File: src/rtl/bpf_fwd.sv
// ============================================================================
// Module   : bpf_fwd
// Purpose  : Forwarding stage after the BPF core. Streams accepted packets out
//            of packet memory as 32-bit valid/ready beats; pulses fwd_done to
//            release the buffer. Optional macro FWD_STATS_EN adds verdict
//            counters.
// Revision : 1.0 - initial release
// ============================================================================
`default_nettype none

module bpf_fwd #(
    parameter int SNOOP_FWD_ADDR_WIDTH = 9,
    parameter int PLEN_WIDTH           = SNOOP_FWD_ADDR_WIDTH + 3
) (
    input  logic                            clk,
    input  logic                            rst,
    input  logic                            cpu_acc,
    input  logic                            cpu_rej,
    input  logic [PLEN_WIDTH-1:0]           packet_len,
    output logic                            fwd_rd_en,
    output logic [SNOOP_FWD_ADDR_WIDTH-1:0] fwd_rd_addr,
    input  logic [31:0]                     fwd_rd_data,
    output logic [31:0]                     fwd_data,
    output logic [3:0]                      fwd_keep,
    output logic                            fwd_last,
    output logic                            fwd_valid,
    input  logic                            fwd_ready,
    output logic                            fwd_done
`ifdef FWD_STATS_EN
    ,
    output logic [31:0]                     stat_acc_count,
    output logic [31:0]                     stat_rej_count
`endif
);

    localparam int CW = PLEN_WIDTH - 2;

    typedef enum logic [1:0] {
        S_IDLE = 2'd0,
        S_SEND = 2'd1,
        S_DONE = 2'd2
    } state_t;

    state_t          state_q, state_d;
    logic [CW-1:0]   cnt_q, cnt_d;
    logic [CW-1:0]   last_idx_q, last_idx_d;
    logic [1:0]      tail_q, tail_d;
    logic            issued_all_q, issued_all_d;

    logic            pend_q;
    logic [3:0]      pend_keep_q;
    logic            pend_last_q;

    logic [31:0]     fifo_data_q [2];
    logic [3:0]      fifo_keep_q [2];
    logic            fifo_last_q [2];
    logic            wr_ptr_q, rd_ptr_q;
    logic [1:0]      fifo_cnt_q, fifo_cnt_d;

    logic [PLEN_WIDTH-1:0] len_m1;
    logic            rd_en;
    logic            is_last_word;
    logic [3:0]      tail_keep;
    logic [3:0]      issue_keep;
    logic            head_valid;
    logic [31:0]     head_data;
    logic [3:0]      head_keep;
    logic            head_last;
    logic            pop;
    logic            stored_pop;
    logic            push;

    // len-1 gives both the last word index and the byte position in that word
    assign len_m1       = packet_len - 1'b1;
    assign is_last_word = (cnt_q == last_idx_q);

    always_comb begin
        tail_keep = 4'b1111;
        case (tail_q)
            2'd0:    tail_keep = 4'b1000;
            2'd1:    tail_keep = 4'b1100;
            2'd2:    tail_keep = 4'b1110;
            default: tail_keep = 4'b1111;
        endcase
    end

    assign issue_keep = is_last_word ? tail_keep : 4'b1111;

    // Returned data and stored entries together never exceed two slots
    assign rd_en = (state_q == S_SEND) && !issued_all_q &&
                   ((fifo_cnt_q + {1'b0, pend_q}) < 2'd2);

    // Data returning this cycle counts as an entry and can bypass to the output
    always_comb begin
        head_valid = (fifo_cnt_q != 2'd0) || pend_q;
        head_data  = '0;
        head_keep  = '0;
        head_last  = 1'b0;
        if (fifo_cnt_q != 2'd0) begin
            head_data = fifo_data_q[rd_ptr_q];
            head_keep = fifo_keep_q[rd_ptr_q];
            head_last = fifo_last_q[rd_ptr_q];
        end else if (pend_q) begin
            head_data = fwd_rd_data;
            head_keep = pend_keep_q;
            head_last = pend_last_q;
        end
    end

    assign pop        = head_valid && fwd_ready;
    assign stored_pop = pop && (fifo_cnt_q != 2'd0);
    assign push       = pend_q && !(pop && (fifo_cnt_q == 2'd0));
    assign fifo_cnt_d = fifo_cnt_q + {1'b0, push} - {1'b0, stored_pop};

    always_comb begin
        state_d      = state_q;
        cnt_d        = cnt_q;
        last_idx_d   = last_idx_q;
        tail_d       = tail_q;
        issued_all_d = issued_all_q;
        case (state_q)
            S_IDLE: begin
                if (cpu_rej) begin
                    state_d = S_DONE;
                end else if (cpu_acc) begin
                    if (packet_len == '0) begin
                        state_d = S_DONE;
                    end else begin
                        state_d      = S_SEND;
                        cnt_d        = '0;
                        issued_all_d = 1'b0;
                        last_idx_d   = len_m1[PLEN_WIDTH-1:2];
                        tail_d       = len_m1[1:0];
                    end
                end
            end
            S_SEND: begin
                if (rd_en) begin
                    cnt_d = cnt_q + 1'b1;
                    if (is_last_word) begin
                        issued_all_d = 1'b1;
                    end
                end
                if (pop && head_last) begin
                    state_d = S_DONE;
                end
            end
            S_DONE:  state_d = S_IDLE;
            default: state_d = S_IDLE;
        endcase
    end

    always_ff @(posedge clk) begin
        if (rst) begin
            state_q      <= S_IDLE;
            cnt_q        <= '0;
            last_idx_q   <= '0;
            tail_q       <= '0;
            issued_all_q <= 1'b0;
            pend_q       <= 1'b0;
            pend_keep_q  <= '0;
            pend_last_q  <= 1'b0;
            wr_ptr_q     <= 1'b0;
            rd_ptr_q     <= 1'b0;
            fifo_cnt_q   <= '0;
            for (int i = 0; i < 2; i++) begin
                fifo_data_q[i] <= '0;
                fifo_keep_q[i] <= '0;
                fifo_last_q[i] <= 1'b0;
            end
        end else begin
            state_q      <= state_d;
            cnt_q        <= cnt_d;
            last_idx_q   <= last_idx_d;
            tail_q       <= tail_d;
            issued_all_q <= issued_all_d;
            pend_q       <= rd_en;
            pend_keep_q  <= issue_keep;
            pend_last_q  <= is_last_word;
            fifo_cnt_q   <= fifo_cnt_d;
            if (push) begin
                fifo_data_q[wr_ptr_q] <= fwd_rd_data;
                fifo_keep_q[wr_ptr_q] <= pend_keep_q;
                fifo_last_q[wr_ptr_q] <= pend_last_q;
                wr_ptr_q              <= ~wr_ptr_q;
            end
            if (stored_pop) begin
                rd_ptr_q <= ~rd_ptr_q;
            end
        end
    end

    assign fwd_rd_en   = rd_en;
    assign fwd_rd_addr = cnt_q[SNOOP_FWD_ADDR_WIDTH-1:0];
    assign fwd_valid   = head_valid;
    assign fwd_data    = head_data;
    assign fwd_keep    = head_keep;
    assign fwd_last    = head_last;
    assign fwd_done    = (state_q == S_DONE);

`ifdef FWD_STATS_EN
    logic [31:0] stat_acc_q, stat_rej_q;

    // A simultaneous accept and reject is counted as a reject
    always_ff @(posedge clk) begin
        if (rst) begin
            stat_acc_q <= '0;
            stat_rej_q <= '0;
        end else if (state_q == S_IDLE) begin
            if (cpu_rej) begin
                if (stat_rej_q != 32'hFFFF_FFFF) begin
                    stat_rej_q <= stat_rej_q + 32'd1;
                end
            end else if (cpu_acc) begin
                if (stat_acc_q != 32'hFFFF_FFFF) begin
                    stat_acc_q <= stat_acc_q + 32'd1;
                end
            end
        end
    end

    assign stat_acc_count = stat_acc_q;
    assign stat_rej_count = stat_rej_q;
`endif

endmodule

`default_nettype wire

File: config.mk
export PLATFORM = sky130hd
export DESIGN_NAME = bpf_fwd
export DESIGN_NICKNAME = d
export VERILOG_FILES = /design/src/rtl/bpf_fwd.sv
export SDC_FILE = /design/constraint.sdc
export NUM_CORES = 1
export LEC_CHECK = 0
export ABC_AREA = 1
export CAP_MARGIN = 20
export CORE_ASPECT_RATIO = 0.75
export CORE_MARGIN = 2
export CORE_UTILIZATION = 35
export CTS_CLUSTER_DIAMETER = 30
export DETAILED_ROUTE_END_ITERATION = 8
export GPL_ROUTABILITY_DRIVEN = 0
export PLACE_DENSITY_LB_ADDON = 0.25
export SLEW_MARGIN = 10
export SYNTH_ARGS = -nofsm -noshare
export SYNTH_HDL_FRONTEND = slang
export SYNTH_SLANG_ARGS = --single-unit
File: constraint.sdc
create_clock -name clk -period 2.6 [get_ports clk]
set_input_delay 0.52 -clock clk [delete_from_list [all_inputs] [get_ports clk]]
set_output_delay 0.52 -clock clk [all_outputs]
set_load 0.03 [all_outputs]
==> summary.txt, run 1 <==
Largest stage delay, worst path = 0.44 ns
Crit Path Category = flip-flop to output port
Crit path depth = 7
final wirelength = 13600 um
CP Launch Type = flip-flop
max_cap viols = 0
top-count cell post-synth = nor2_1
total power = 5.94 mW
Reg2Reg Depth = 10
global-route wire length before repair = 22200 um
Synth area leader = edfxtp_1
sequential share of the synthesized area = 52.0%
Power Density = 835 mW/mm^2
DP HPWL = 9240 um
clock skew = 0.00925 ns
antenna-violating nets left = 0
TritonRoute pass-1 iters = 5
Num CTS Buffers = 9
clk root buf = clkbuf_16
core region area = 0.0159 mm^2
via count = 4606
CP endpoint kind = output port
Die Height = 114 um
Area Overhead vs Synth = 25.9%
Synth top cells by count = nor2_1 (146), nand2_1 (98), inv_1 (79)
buffers and inverters on the worst path = 4
pin slew with the least headroom to its limit = 0.612 ns
Worst R2R Setup Slack = 0.73 ns
FF-to-FF End = fifo_cnt_q[1]$_SDFF_PP0_
Slew Limit Fails = 0
TNS Setup = 0 ns
top cell type's share of synthesized area = 39.3%
drt first-iter violations = 274
largest net degree at the start of global routing = 39
Fin Hold WS = 0.452 ns
Initial Util = 35.5%
row count = 40
relative slew slack = 59.2%
final worst path period share = 93.4%
CTS tree = yes
Yosys warning count = 0
hold path start = rd_ptr_q$_SDFFE_PP0P_
worst setup path endpoint = fwd_keep[2]
GRT Total Usage = 16.3%
DR vias/cell = 4.80
I/O Buffers = 97
Unique masters post-synth = 34
largest family of logic cells by synthesized area = simple AND/OR/NAND/NOR gates
number of flops mapped to enable cells by yosys = 74
Compound-Gate Fraction of Synth Area = 12.3%
CP arrival = 1.91 ns
final worst path period need = 2.43 ns
layout cells sized above 1 = 11.6%
chip width = 151 um
RSZ-0062 raised after global routing = false
final setup margin = 0.172 ns
fmax = 412 MHz
reg-to-reg critical path startpoint = pend_q$_SDFF_PP0_
initial antenna violation count = 0
Final Hold Fails = 0
Mapped Area = 0.00565 mm^2
total die area = 0.0172 mm^2
Clk pin slew, worst setup/hold paths = 0.07 ns
drt drc = 0
Post-Syn Nets = 709
CP max stage cell = dfxtp_1
clk_lat worst skew = 0.34 ns
ANT cells = 0
global route overflow = 0
largest cells by area after synthesis = edfxtp_1 (39%), dfxtp_1 (13%), nor2_1 (9.7%)
Finish-stage setup viols = 0
Fill cells = 1563
wire per inst = 14.2 um
Synth Area in Adders = 1.11%
cell mode on critical path = buf_4
H-tree Lvls = 3
critical path's top delay family = buffers and inverters
Max Buffers Root-to-Sink = 2
Req. time, crit path = 2.08 ns
CP startpoint = fifo_cnt_q[1]$_SDFF_PP0_
post-CTS setup buffers = 0
worst hold path class = flip-flop to flip-flop
critical-path cell list = nor2_4 -> inv_4 -> buf_4 -> buf_4 -> o21ai_0 -> o32ai_2 -> buf_4
mux share of post-synthesis cell area = 0%
Synth Area in XOR/XNOR = 2.32%
synthesized instance count = 655
synthesized flop and latch total = 110
Leakage = 2.96 nW
outcome = completed
cts hold-fix bufs = 0
post-synthesis average cell area = 8.63 um^2
top_reg_cell synth = edfxtp_1
Final #Nets = 799
share of synthesized registers carrying an async set or reset = 0%
Storage cell area = 0.00294 mm^2
Simple-Gate Fraction of Synth Area = 22.2%
# IOs = 98
Setup WS pre-CTS = -0.00707 ns
peak supply drop = 0.000410 V
Sink Count = 110
Core Util, Final = 44.7%
Max Fanout on Critical Path = 15
vias in the first global route = 4458
Multi-input gate area = 0.00217 mm^2
cell usage in the layout, fill, tap and decap left out, drive strengths merged, types with 23 or more instances in the layout:
cell           instances
nor2                 162
nand2                101
inv                   84
edfxtp                74
clkdlybuf4s50         60
o21ai                 49
buf                   39
dfxtp                 36
o32ai                 36
a21oi                 23
cell type report:
| cell class | count | area share, % |
|---|---|---|
| Clock buffer | 10 | 3.22 |
| Clock inverter | 6 | 0.510 |
| Timing Repair Buffer | 123 | 16.4 |
| Tap cell | 210 | 3.69 |
| Inverter | 83 | 4.41 |
| Multi-Input combinational cell | 418 | 30.4 |
| Sequential cell | 110 | 41.3 |
sequential cells by signal, indices dropped and copies added, names as in the netlist, named ones only:
register and flops:
tail_q 2, pend_last_q 1, fifo_data_q 64, issued_all_q 1, fifo_last_q 2, pend_q 1
fifo_keep_q 8, wr_ptr_q 1, cnt_q 10, fifo_cnt_q 2, last_idx_q 10, rd_ptr_q 1
state_q 2, pend_keep_q 4
timing repair:
| action | CTS | global route |
|---|---|---|
| hold endpoints to repair | 0 | 0 |
| cloned | 0 | 0 |
| gates resized for setup | 22 | 8 |
| endpoints found under the setup margin | 22 | 15 |
metrics by stage:
stage	area (um^2)	cells
after global placement	6870	944
final	7120	960
after floorplan	5650	655
after global routing	7120	960
after detailed placement	6870	944
after CTS	7110	960
cell families after synthesis:
family | Yosys count
buffers and inverters | 127
flip-flops | 110
adder cells (fa/ha/maj) | 5
AO/OA/AOI/OAI | 109
XOR/XNOR | 15
AND/OR/NAND/NOR | 289
worst min path at each step:
| stage | to | slack [ns] | cells past startpoint |
|---|---|---|---|
| 4_1_cts | flip-flop | 0.45 | 1 |
| 5_1_grt | state_q[1]$_SDFFE_PP0P_ | 0.46 | 1 |
| 3_5_place_dp | state_q[1]$_SDFFE_PP0P_ | 0.44 | 1 |
| 3_3_place_gp | rd_ptr_q$_SDFFE_PP0P_ | 0.44 | 1 |
| 2_1_floorplan | state_q[1]$_SDFFE_PP0P_ | 0.42 | 1 |
| 6_report | flip-flop | 0.45 | 1 |
layer usage:
layer  vias to the layer above  track usage (%)  share of wire [%]
met3                        17             3.23                5.2
met2                       114             25.9                 45
li1                       2323                -                  -
met5                         -                0                  0
met4                         0             4.11                1.3
met1                      2152             22.9                 49
report_power, final:
group	switching, mW	internal (mW)	leakage [nW]
clock	0.610	0.647	0.126
sequential	0.0704	1.98	1.06
combinational	1.70	0.934	1.78
total	2.39	3.56	2.96
(Power assumes the default switching activity.)
==> run 2, diff against run 1 <==
- CAP_MARGIN: 20 -> 25
==> results of run 2 <==
Final layout, timing and power as in run 1 (identical DEF).
